### config.mk
export PLATFORM = sky130hd
export DESIGN_NAME = modq_tw_reducer_flat
export DESIGN_NICKNAME = d
export VERILOG_FILES = /design/src/rtl/modq_tw_reducer_if.sv /design/src/rtl/modq_tw_reducer.sv /design/src/flat_wrapper.sv
export SDC_FILE = /design/constraint.sdc
export NUM_CORES = 1
export LEC_CHECK = 0
export CAP_MARGIN = 20
export CORE_MARGIN = 3
export CORE_UTILIZATION = 45
export DETAILED_ROUTE_END_ITERATION = 16
export MAX_ROUTING_LAYER = met4
export PLACE_DENSITY = 0.75
export SLEW_MARGIN = 15
export SYNTH_ARGS = -nofsm -noshare
export SYNTH_HDL_FRONTEND = slang
export SYNTH_SLANG_ARGS = --single-unit
### constraint.sdc
create_clock -name clock -period 5 [get_ports clock]
set_clock_uncertainty 0.1 [all_clocks]
set_input_delay 1.25 -clock clock [delete_from_list [all_inputs] [get_ports clock]]
set_output_delay 1.25 -clock clock [all_outputs]
set_load 0.02 [all_outputs]
### src/rtl/modq_tw_reducer_if.sv
// ----------------------------------------------------------------------------
// modq_tw_reducer_if
//   Bundles the operand and result signals of the twiddle reducer.
//
//   Signals
//     expand  IN_W   unreduced operand, driven by the source (master)
//     tw_ack  1      result-valid strobe, driven by the reducer (slave)
//     TW_out  OUT_W  reduced twiddle, driven by the reducer (slave)
//
//   Modports
//     master  operand source: drives expand, observes tw_ack/TW_out
//     slave   reducer: observes expand, drives tw_ack/TW_out
// ----------------------------------------------------------------------------
interface modq_tw_reducer_if #(
    parameter int IN_W  = 26,
    parameter int OUT_W = 25
);
    logic [IN_W-1:0]  expand;
    logic             tw_ack;
    logic [OUT_W-1:0] TW_out;

    modport master (
        output expand,
        input  tw_ack,
        input  TW_out
    );

    modport slave (
        input  expand,
        output tw_ack,
        output TW_out
    );
endinterface

### src/rtl/modq_tw_reducer.sv
// ----------------------------------------------------------------------------
// modq_tw_reducer
//   Sequential modular reducer for the twiddle path: TW_out = expand mod Q.
//   Restoring shift-subtract, one operand bit per cycle (no divider or
//   multiplier). A conversion starts whenever the operand differs from the
//   last captured operand; a result is published with a tw_ack strobe
//   27 cycles after capture.
//
//   Ports
//     clock   in   1       single clock, rising edge
//     reset   in   1       asynchronous, active-high reset
//     tw_bus  slave        expand (in), tw_ack (out), TW_out (out)
//
//   Parameters
//     Q      modulus, 2 <= Q < 2**OUT_W
//     IN_W   width of expand
//     OUT_W  width of TW_out and of the internal remainder
//
//   Configuration
//     MODQ_TW_STICKY_ACK_EN  when defined, tw_ack is set when a result is
//                            published and held until the next conversion
//                            starts (or reset). Undefined: one-cycle pulse.
// ----------------------------------------------------------------------------
module modq_tw_reducer #(
    parameter int Q     = 641,
    parameter int IN_W  = 26,
    parameter int OUT_W = 25
) (
    input  logic           clock,
    input  logic           reset,
    modq_tw_reducer_if.slave tw_bus
);
    localparam int CNT_W = (IN_W > 1) ? $clog2(IN_W) : 1;

    // Modulus widened to the trial-remainder width so the compare and
    // subtract happen at OUT_W+1 bits without truncation.
    localparam logic [OUT_W:0] Q_EXT = (OUT_W + 1)'(Q);

    typedef enum logic [1:0] {
        IDLE = 2'd0,
        RED  = 2'd1,
        DONE = 2'd2
    } state_t;

    state_t           state,    state_d;
    logic [IN_W-1:0]  dividend, dividend_d;
    logic [IN_W-1:0]  last_in,  last_in_d;
    logic [OUT_W-1:0] rem,      rem_d;
    logic [CNT_W-1:0] cnt,      cnt_d;
    logic [OUT_W-1:0] tw_out_q, tw_out_d;
    logic             tw_ack_q, tw_ack_d;

    // Trial remainder: previous remainder with the next dividend bit shifted in.
    logic [OUT_W:0]   trial;

    assign trial = {rem, dividend[IN_W-1]};

    // ------------------------------------------------------------------
    // Next-state / datapath logic
    // ------------------------------------------------------------------
    always_comb begin
        // NOTE: every signal gets a hold/default value before the case so no
        // path leaves it unassigned, which would otherwise infer a latch.
        state_d    = state;
        dividend_d = dividend;
        last_in_d  = last_in;
        rem_d      = rem;
        cnt_d      = cnt;
        tw_out_d   = tw_out_q;
`ifdef MODQ_TW_STICKY_ACK_EN
        tw_ack_d   = tw_ack_q;
`else
        tw_ack_d   = 1'b0;
`endif

        unique case (state)
            IDLE: begin
                // No start port: any operand change (including the very first
                // operand after reset, compared against all-ones) starts work.
                if (tw_bus.expand != last_in) begin
                    dividend_d = tw_bus.expand;
                    last_in_d  = tw_bus.expand;
                    rem_d      = '0;
                    cnt_d      = CNT_W'(IN_W - 1);
                    tw_ack_d   = 1'b0;
                    state_d    = RED;
                end
            end

            RED: begin
                // rem < Q holds on entry, so trial < 2Q and one conditional
                // subtraction restores rem < Q.
                if (trial >= Q_EXT) begin
                    rem_d = OUT_W'(trial - Q_EXT);
                end else begin
                    rem_d = trial[OUT_W-1:0];
                end
                dividend_d = dividend << 1;
                if (cnt == '0) begin
                    state_d = DONE;
                end else begin
                    cnt_d = cnt - CNT_W'(1);
                end
            end

            DONE: begin
                tw_out_d = rem;
                tw_ack_d = 1'b1;
                state_d  = IDLE;
            end

            default: begin
                state_d = IDLE;
            end
        endcase
    end

    // ------------------------------------------------------------------
    // State registers
    // ------------------------------------------------------------------
    // NOTE: non-blocking assignments so every register samples the values
    // computed before this edge, independent of statement order.
    always_ff @(posedge clock or posedge reset) begin
        if (reset) begin
            state    <= IDLE;
            dividend <= '0;
            last_in  <= '1;
            rem      <= '0;
            cnt      <= '0;
            tw_out_q <= '0;
            tw_ack_q <= 1'b0;
        end else begin
            state    <= state_d;
            dividend <= dividend_d;
            last_in  <= last_in_d;
            rem      <= rem_d;
            cnt      <= cnt_d;
            tw_out_q <= tw_out_d;
            tw_ack_q <= tw_ack_d;
        end
    end

    assign tw_bus.TW_out = tw_out_q;
    assign tw_bus.tw_ack = tw_ack_q;

endmodule

### src/flat_wrapper.sv
// flat-port wrapper written by rule: the top's interface ports become plain ports
module modq_tw_reducer_flat 
#(
    parameter int Q     = 641,
    parameter int IN_W  = 26,
    parameter int OUT_W = 25
)
  (clock, reset, tw_bus_expand, tw_bus_tw_ack, tw_bus_TW_out);
  modq_tw_reducer_if #(.IN_W(IN_W), .OUT_W(OUT_W)) tw_bus_i ();
  input  logic clock;
  input  logic reset;
  input wire logic [$bits(tw_bus_i.expand)-1:0] tw_bus_expand;
  output wire logic [$bits(tw_bus_i.tw_ack)-1:0] tw_bus_tw_ack;
  output wire logic [$bits(tw_bus_i.TW_out)-1:0] tw_bus_TW_out;
  assign tw_bus_i.expand = tw_bus_expand;
  assign tw_bus_tw_ack = tw_bus_i.tw_ack;
  assign tw_bus_TW_out = tw_bus_i.TW_out;
  modq_tw_reducer #(.Q(Q), .IN_W(IN_W), .OUT_W(OUT_W)) u_core (.clock(clock), .reset(reset), .tw_bus(tw_bus_i));
endmodule
==> run_results.csv <==
group,metric,value,unit
grt,grt_pass1_vias,3906,
yosys,synth-seq-cells,110,
cells_and_area,syn_to_final_growth,18.0,%
yosys,synth.net_count,482,
yosys,synth_top_family_by_area,"simple AND/OR/NAND/NOR gates",
sta,tns,0,ps
setup_path,cp.required,5180,ps
routing,drtAntennaViolNets,0,
cells_and_area,diodes,0,
sta,slew-limit-headroom,49.7,%
worst_hold_path,min_from,"u_core.tw_bus.TW_out[20]",
routing,drtIter0Drc,187,
floorplan,die_y,116,um
worst_hold_path,hp-class,"register to register",
grt,grt_usage,19.0,%
sta,tightest_slew,751,ps
grt,met3_usage,3.55,%
flow_run,maxCapViolCount,0,
yosys,synthXorXnorAreaFrac,5.03,%
yosys,yosysTopAreaCell,"dfrtp_1",
cells_and_area,num-fill-cells,953,
clock_tree,cts_root_buf,"clkbuf_16",
pwr,power.density,366,mW/mm2
cells_and_area,utilization,55.1,%
floorplan,pin_count,54,
routing,avgRoutedWirePerCell,17.7,um
grt,grt_pass1_wl,19.6,mm
setup_path,r2r_start,"u_core.rem[1]",
pwr,p_leak,2.66,nW
yosys,synth-edff-count,0,
clock_tree,clk_pin_slew,70,ps
cells_and_area,final_nets,530,
place,dp_hpwl,7.63,mm
clock_tree,insertion_delay,350,ps
worst_hold_path,hold_depth,1,
yosys,synth_compound_area_share,13.6,%
clock_tree,cts_max_level,3,
floorplan,core_area,0.0116,mm2
cells_and_area,final_cell_mix,"dfrtp_1, clkdlybuf4s50_1, mux2_2",
grt,grtUsageMet2,29.7,%
yosys,synth_top_area_share,38.9,%
sta,finalCriticalPeriod,3580,ps
clock_tree,cts_resized,0,
yosys,postSynthCellCount,450,
routing,wl,11.4,mm
place,dp_slack,1040,ps
routing,dr.pass1.iters,4,
routing,vias,3905,
floorplan,die_area,0.0133,mm2
routing,remaining_drc_errors,0,
yosys,yosys-top-cells-area,"dfrtp_1, dfstp_2, mux2_2",
clock_tree,cts_tree,"built",
clock_tree,cts_buffer_depth,2,
sta,period_share,71.6,%
clock_tree,cts_setup_buffers,0,
sta,layout_setup_ws,1420,ps
clock_tree,cts_hold_buf,0,
yosys,yosysWarningCount,0,
yosys,yosysSeqAreaShare,51.6,%
sta,grt_setup_unrepaired,"no",
yosys,synth.cell_area,0.00540,mm2
grt,grt_overflow,0,
grt,grt_antenna_before_repair,0,
pwr,ir_drop,218,uV
yosys,syn_area_per_cell,12.0,um2
setup_path,end_kind,"register",
sta,holdWs,404,ps
setup_path,critPathMaxFanout,29,
grt,gr-max-usage-layer,"met2",
setup_path,setup.worst_path.start_class,"primary input",
yosys,ys.flop_type,"dfrtp_1",
clock_tree,cts_inserted_buffers,9,
setup_path,cp_data_arrival_time,3760,ps
place,gp_congestion,0.854,
status,outcome,"finished clean",
floorplan,num_rows,39,
sta,hold_viol,0,
grt,grt_max_degree,59,
clock_tree,cts.sink_count,110,
setup_path,r2r_slack,2190,ps
cells_and_area,regArea,0.00279,mm2
floorplan,die_w,116,um
sta,fmax,279,MHz
yosys,synthSimpleGateAreaFrac,14.9,%
yosys,synthAdderAreaFrac,0.927,%
sta,report.final.setup_viol,0,
cells_and_area,final_common_cell,"dfrtp_1",
place,place.port_buffers,53,
sta,maxSlewViolCount,0,
yosys,ys_types,52,
floorplan,start_util,46.7,%
yosys,ys_async_sr_fraction,100,%
grt,grtUsageMet1,25.2,%
cells_and_area,drive_gt1_share,23.7,%
yosys,synth.area.mux_share,10.8,%
cells_and_area,multiInputGateArea,0.00245,mm2
setup_path,criticalPathCategory,"primary input to register",
worst_hold_path,holdPathEnd,"u_core.tw_bus.TW_out[20]",
routing,viasPerCell,6.04,
setup_path,reg2regPathDepth,5,
setup_path,reg2reg_to,"u_core.rem[21]",
==> kinds of logic after synthesis <==
| logic type | count (synthesis) |
|---|---|
| AND/OR/NAND/NOR | 134 |
| flip-flops | 110 |
| AO/OA/AOI/OAI | 86 |
| multiplexers | 52 |
| buffers and inverters | 33 |
| XOR/XNOR | 31 |
| adder cells (fa/ha/maj) | 4 |
==> layer usage <==
| layer | wire (um) | part of all wire, % | vias up |
|---|---|---|---|
| li1 | - | - | 1789 |
| met1 | 5110 | 45 | 1981 |
| met3 | 447 | 3.9 | 9 |
| met2 | 5750 | 50 | 126 |
| met5 | 0 | 0 | - |
| met4 | 109 | 0.95 | 0 |
==> per-stage QoR <==
step / cell area, um2 / instances / total power (W)
final: 6370 / 646 / 0.00233
after global routing: 6370 / 646 / 0.00245
after global placement: 6050 / 629 / 0.00159
after detailed placement: 6050 / 629 / 0.00162
after CTS: 6360 / 645 / 0.00234
after floorplan: 5400 / 450 / 0.00148
==> sequential cells by signal, summed over array words and instances (netlist names) <==
| name | count |
|---|---|
| u_core.cnt | 5 |
| u_core.dividend | 26 |
| u_core.last_in | 26 |
| u_core.rem | 25 |
| u_core.state | 2 |
| u_core.tw_bus.TW_out | 25 |
| u_core.tw_bus.tw_ack | 1 |
==> area by class of cell <==
class	instances	share of cell area, %
Tap cell	143	2.81
Timing Repair Buffer	63	9.76
Inverter	7	0.452
Sequential cell	110	43.7
Clock buffer	13	4.40
Multi-Input combinational cell	307	38.5
Clock inverter	3	0.393
==> worst max-delay path, cell delays in order <==
cell             delay, ps
clkdlybuf4s50_1        490
xor2_1                 210
nor4_1                 330
nand4_1                240
o21ai_2                580
buf_12                 270
mux2_2                 360
==> power by group <==
part	internal [W]	total [W]	leakage, nW	switching (W)
clock network	0.000396	0.000720	0.148	0.000324
logic	0.000222	0.000448	1.17	0.000226
registers	0.00100	0.00116	1.35	0.000163
total	0.00162	0.00233	2.66	0.000713
==> synthesized netlist by cell type, types with 2 or more instances <==
cell type and instances:
a21oi_1 11, buf_6 4, or3_2 2, a311o_1 16, clkbuf_1 17, inv_1 7
xor2_1 29, or2_2 2, and4_1 3, xnor2_1 2, nand2_1 30, nand3b_1 3
dfstp_2 26, buf_2 2, nor4_4 3, ha_1 4, nand3_1 3, or4_1 6
nor4_1 15, a31oi_1 4, o31ai_2 2, mux2_2 51, buf_4 2, o21ai_0 3
o211ai_1 9, nor4b_1 7, and2_1 26, dfrtp_1 84, o22ai_1 3, o211a_1 5
nor3_1 5, nor2_1 20, a221o_1 25
==> worst max-delay path by stage <==
stage / startpoint / end / slack, ps / depth (start not counted)
after floorplan: reset / u_core.cnt[0] / 790 / 1
after global placement: tw_bus_expand[19] / u_core.last_in[6] / 1110 / 7
after global routing: tw_bus_expand[19] / u_core.last_in[11] / 1280 / 7
final: tw_bus_expand[24] / u_core.last_in[7] / 1420 / 7
after detailed placement: tw_bus_expand[24] / u_core.last_in[7] / 1040 / 7
after CTS: tw_bus_expand[19] / u_core.last_in[7] / 1420 / 7
No activity file was read; power rests on OpenSTA's default activity.
==> RTL edit 1: new RTL, config.mk and constraints unchanged <==
Reset style: synchronous (`reset`), changed in one clocked block. Comments in the files are not updated.
--- a/src/rtl/modq_tw_reducer.sv
+++ b/src/rtl/modq_tw_reducer.sv
@@ -122,3 +122,3 @@
     // computed before this edge, independent of statement order.
-    always_ff @(posedge clock or posedge reset) begin
+    always_ff @(posedge clock) begin
         if (reset) begin
Behaviour: no difference found for any inputs over 10 cycles, from zero or initial values and one cycle with reset high; that may be too few to reach the edited logic, so the function may still have changed.
==> RTL edit 1 against the original RTL <==
Clock power is 8.6% lower. Sequential cell count stayed put. Total power down 20%. Fmax about the same. Setup slack better by 3.3 ps. Routed wire length increased by 2.7%. Design area is 5.5% lower. Combinational power down 46%. Synthesized area down 4.4%. Critical path type unchanged. Highest routed layer unchanged.
==> RTL edit 1: results (changes against the original RTL) <==
Outcome
  – Status: finished clean (unchanged)

Yosys
  – Register area share after synthesis: 0.427 (was 0.516)
  – Async SR Flop Fraction: 0 (was 1.00)
  – Yosys cell types: 55 (was 52)
  – Ys flop type: dfxtp_1 (was dfrtp_1)
  – Yosys warns: 0 (unchanged)
  – Synth top cells by count: 110 x dfxtp_1, 88 x nand2_1, 70 x nor2_1 (was 84 x dfrtp_1, 51 x mux2_2, 30 x nand2_1)
  – Syn nets: 649 (was 482)
  – Synth area leaders: dfxtp_1 43%, nand2_1 6.4%, mux2i_1 5.2%, nor2_1 5.1%, inv_1 4.4% (was dfrtp_1 39%, dfstp_2 13%, mux2_2 11%, xor2_1 4.7%, a221o_1 4.6%)
  – Cell count after synthesis: 617 (was 450)

Worst setup path
  – Slowest cell delay on critical path: 530 ps (was 580 ps)
  – Crit Path Max Fanout: 20 (was 29)
  – Arr. time, crit path: 3690 ps (was 3760 ps)
  – CP max-delay cell: o211ai_1 (was o21ai_2)

Place
  – Cells after DPL: 778 (was 629)
  – DPL Wire Length: 8.06 mm (was 7.63 mm)
  – Gp weighted congestion: 0.834 (was 0.854)
  – Input/output buffers: 53 (unchanged)
  – Post-place setup slack: 1120 ps (was 1040 ps)

STA
  – Slew @ Worst Pin: 884 ps (was 751 ps)

Final layout
  – Fillers: 1028 (was 953)
  – Post-route insts no fill: 791 (was 646)
  – Antenna Cells: 0 (unchanged)
  – Final #Nets: 681 (was 530)
  – Share of layout cells above drive strength 1: 0.0522 (was 0.237)
  – Biggest regs: u_core.dividend (26), u_core.last_in (26) (unchanged)

Clocking
  – Root Driver: clkbuf_16 (unchanged)
  – Depth of the CTS H-tree: 3 (unchanged)
  – Cts repair resizes: 0 (unchanged)
  – Clock latency at the later pin of the worst-skew pair: approximately 340 ps
  – Reg clk slew, reported paths: 70 ps (about the same)
  – Num CTS Buffers: 9 (unchanged)
  – Clock tree buffer depth: 2 (unchanged)
  – Post-CTS Setup Bufs: 0 (unchanged)

Detailed routing
  – Vias after detailed routing: 4413 (was 3905)
  – Drt pass-1 iters: 4 (unchanged)
  – Drt total wl: 11.7 mm (was 11.4 mm)
  – Initial detailed-routing violation count: 237 (was 187)

Global route
  – Tot GR Track Use: 0.190 (about the same)
  – First-pass GRT wire length: 19.8 mm (was 19.6 mm)
  – Initial antenna violation count: 0 (unchanged)
  – Largest net degree at the start of global routing: 62 (was 59)

Power and ir drop
  – Static leakage: 2.49 nW (was 2.66 nW)
  – Worst ir drop on vdd: 0.226 mV (was 0.218 mV)

Hold path
  – HP Class: reg -> reg (unchanged)
==> RTL edit 1: stage by stage <==
step	instance area (µm²)	utilization	hold slack (ps)
after floorplan	5160	-	333
after global placement	5750	0.522	341
after detailed placement	5750	0.522	346
after CTS	6020	0.546	356
after global routing	6020	0.546	375
final	6020	0.546	352
==> RTL edit 1: final timing paths <==
kind                                              start  slack [ps]                 endpoint  cells after the start
worst max-delay path                  tw_bus_expand[10]        1420      u_core.dividend[16]                      7
worst min register to register  u_core.tw_bus.TW_out[5]         350  u_core.tw_bus.TW_out[5]                      2
worst min-delay path            u_core.tw_bus.TW_out[5]         350  u_core.tw_bus.TW_out[5]                      2
worst max register to register           u_core.rem[17]        2140           u_core.rem[13]                      5
==> RTL edit 1: layout make-up <==
cell class | instances | area share
clock buffers | 12 | 0.0426
well taps | 140 | 0.0291
repair buffers | 60 | 0.0960
multi-input cells | 407 | 0.427
clock inverters | 1 | 0.00125
inverters | 61 | 0.0380
flip-flops and latches | 110 | 0.366
==> RTL edit 1: routing by layer <==
metal  part of all wire  GRT usage
met5                  0          -
met2               0.50      0.327
met3              0.047     0.0358
met4             0.0086     0.0641
met1               0.44      0.224
==> RTL edit 1: worst max-delay path: cells and delay by family <==
family	cells	cell delay [ps]
buffers and inverters	2	810
XOR/XNOR	1	170
AND/OR/NAND/NOR	2	750
AO/OA/AOI/OAI	2	690
==> RTL edit 1: kinds of logic (layout without fill, tap and decap cells) <==
logic type,after synthesis,after routing,synth area share
buffers and inverters,100,134,0.0771
and+or+nand+nor,229,229,0.213
AOI/OAI and AO/OA,115,115,0.167
xor gates and xnor gates,32,32,0.0543
muxes,27,27,0.0524
adders and majority gates,4,4,0.00970
DFF,110,110,0.427
==> RTL edit 1: report_power, final <==
group / switching, W / internal (W) / total, W
sequential: 0.0000334 / 0.000927 / 0.000960
clock: 0.000301 / 0.000357 / 0.000658
combinational: 0.000137 / 0.000103 / 0.000240
==> RTL edit 2: new RTL, same flow settings <==
Made on the original files. `OUT_W` is set to 25 in 3 places; all go to 21.
--- a/src/rtl/modq_tw_reducer_if.sv
+++ b/src/rtl/modq_tw_reducer_if.sv
@@ -15,3 +15,3 @@
     parameter int IN_W  = 26,
-    parameter int OUT_W = 25
+    parameter int OUT_W = 21
 );
--- a/src/rtl/modq_tw_reducer.sv
+++ b/src/rtl/modq_tw_reducer.sv
@@ -26,3 +26,3 @@
     parameter int IN_W  = 26,
-    parameter int OUT_W = 25
+    parameter int OUT_W = 21
 ) (
--- a/src/flat_wrapper.sv
+++ b/src/flat_wrapper.sv
@@ -5,3 +5,3 @@
     parameter int IN_W  = 26,
-    parameter int OUT_W = 25
+    parameter int OUT_W = 21
 )
Ports: changed (resized tw_bus_TW_out); port bits go from 54 to 50. No check against the original RTL was run, so the function may have changed too.
==> RTL edit 2 against the original RTL <==
Total power up 6.5%. Setup slack worse by 170 ps. Sequential share of layout area up 0.78 points. Sequential cell count down 8. Design area down 8.8%. Routed wire length down 13%. Synthesized area down 7.8%. Critical path depth unchanged. Largest cell class unchanged. Highest routed layer unchanged.
==> RTL edit 2: results (changes against the original RTL) <==
Power and ir drop
  – Share of total power in the clock network: 0.228 (was 0.309)
  – Clk. pwr: 0.000566 W (was 0.000720 W)
  – Combinational Power: 0.000730 W (was 0.000448 W)
  – P_sw: 0.000800 W (was 0.000713 W)
  – Static leakage: 2.31 nW (was 2.66 nW)

Clocking
  – Post-CTS Setup Bufs: 0 (unchanged)
  – Reg clk slew, reported paths: 90 ps (was 70 ps)
  – Root Driver: clkbuf_8 (was clkbuf_16)

Yosys
  – Synth top cells by count: 76 x dfrtp_1, 47 x mux2_2, 31 x nand2_1 (was 84 x dfrtp_1, 51 x mux2_2, 30 x nand2_1)
  – Yosys cell types: 49 (was 52)
  – Area share of fa/ha/maj cells after synthesis: 0.0101 (was 0.00927)
  – Post-Synth XOR/XNOR Area: 0.0757 (was 0.0503)
  – Synth area leaders: dfrtp_1 38%, dfstp_2 14%, mux2_2 11%, a221o_1 5.0%, xor2_1 4.9% (was dfrtp_1 39%, dfstp_2 13%, mux2_2 11%, xor2_1 4.7%, a221o_1 4.6%)
  – Syn nets: 451 (was 482)

Worst setup path
  – Crit Path Max Fanout: 43 (was 29)
  – Worst reg-to-reg setup slack: 2150 ps (was 2190 ps)
  – Arr. time, crit path: 3900 ps (was 3760 ps)

Place
  – Gp weighted congestion: 0.797 (was 0.854)
  – Cells after DPL: 586 (was 629)
  – DPL Wire Length: 6.84 mm (was 7.63 mm)
  – Post-place setup slack: 862 ps (was 1040 ps)
  – Input/output buffers: 49 (was 53)
  – Placed Area: 5590 µm² (was 6050 µm²)

STA
  – Worst setup margin: 1240 ps (was 1420 ps)

Global route
  – Vias in the first global route: 3333 (was 3906)
  – First-pass GRT wire length: 16.8 mm (was 19.6 mm)
  – Largest net degree at the start of global routing: 45 (was 59)
  – Met3 Usage GRT: 0.0317 (was 0.0355)
  – GRT met1 Usage: 0.224 (was 0.252)
  – Tot GR Track Use: 0.170 (was 0.190)

Outcome
  – Status: finished clean (unchanged)

Final layout
  – Fillers: 924 (was 953)
  – Final #Nets: 493 (was 530)
  – Share of layout cells above drive strength 1: 0.236 (was 0.237)

Detailed routing
  – Initial detailed-routing violation count: 127 (was 187)
  – Vias after detailed routing: 3438 (was 3905)
  – Via density: 5.71 (was 6.04)
  – Drt total wl: 9.94 mm (was 11.4 mm)
RTL edit 2: cell count changes after synthesis, moves of 4 or more:
| cell | change |
|---|---|
| a311o_1 | -16 |
| xnor2_1 | +13 |
| o22ai_1 | +11 |
| a21oi_1 | -10 |
| dfrtp_1 | -8 |
| nor2_1 | -7 |
| nor4b_1 | -7 |
| nor4_1 | -5 |
| o211a_1 | -5 |
| mux2_2 | -4 |
| nor3_1 | -4 |
RTL edit 2: worst paths after layout:
path,to,from,cells after the start
max,u_core.dividend[5],tw_bus_expand[24],7
min reg2reg,u_core.dividend[0],u_core.dividend[0],1
max reg2reg,u_core.dividend[5],u_core.last_in[24],6
min in group asynchronous,u_core.dividend[13],reset,2
max in group asynchronous,u_core.last_in[21],reset,3
min,u_core.dividend[0],u_core.dividend[0],1
RTL edit 2: logic make-up (layout without fill, tap and decap cells):
kind of cell	Yosys count	after routing
AOI/OAI and AO/OA	75	75
xor gates and xnor gates	43	43
and+or+nand+nor	112	112
buffers and inverters	34	81
DFF	102	102
muxes	49	49
adders and majority gates	4	4
RTL edit 2: final cells by class:
type	count	area, µm²	area share
sequential	102	2580	0.445
tap	136	170	0.0293
clock buffer	13	149	0.0256
inverter	8	32.5	0.00560
multi-input combinational	283	2250	0.388
timing repair buffer	57	551	0.0948
clock inverter	3	67.6	0.0116
RTL edit 2: routing by layer:
metal,part of all wire,wire (µm)
met1,0.45,4440
met2,0.49,4920
met3,0.044,441
met4,0.014,139
met5,0,0
RTL edit 2: worst max-delay path, cell delays in order:
cell and delay [ps]:
clkdlybuf4s50_1 450, xor2_1 180, nor4_1 520, nand3_1 190
o21a_2 540, buf_4 370, a221o_1 380
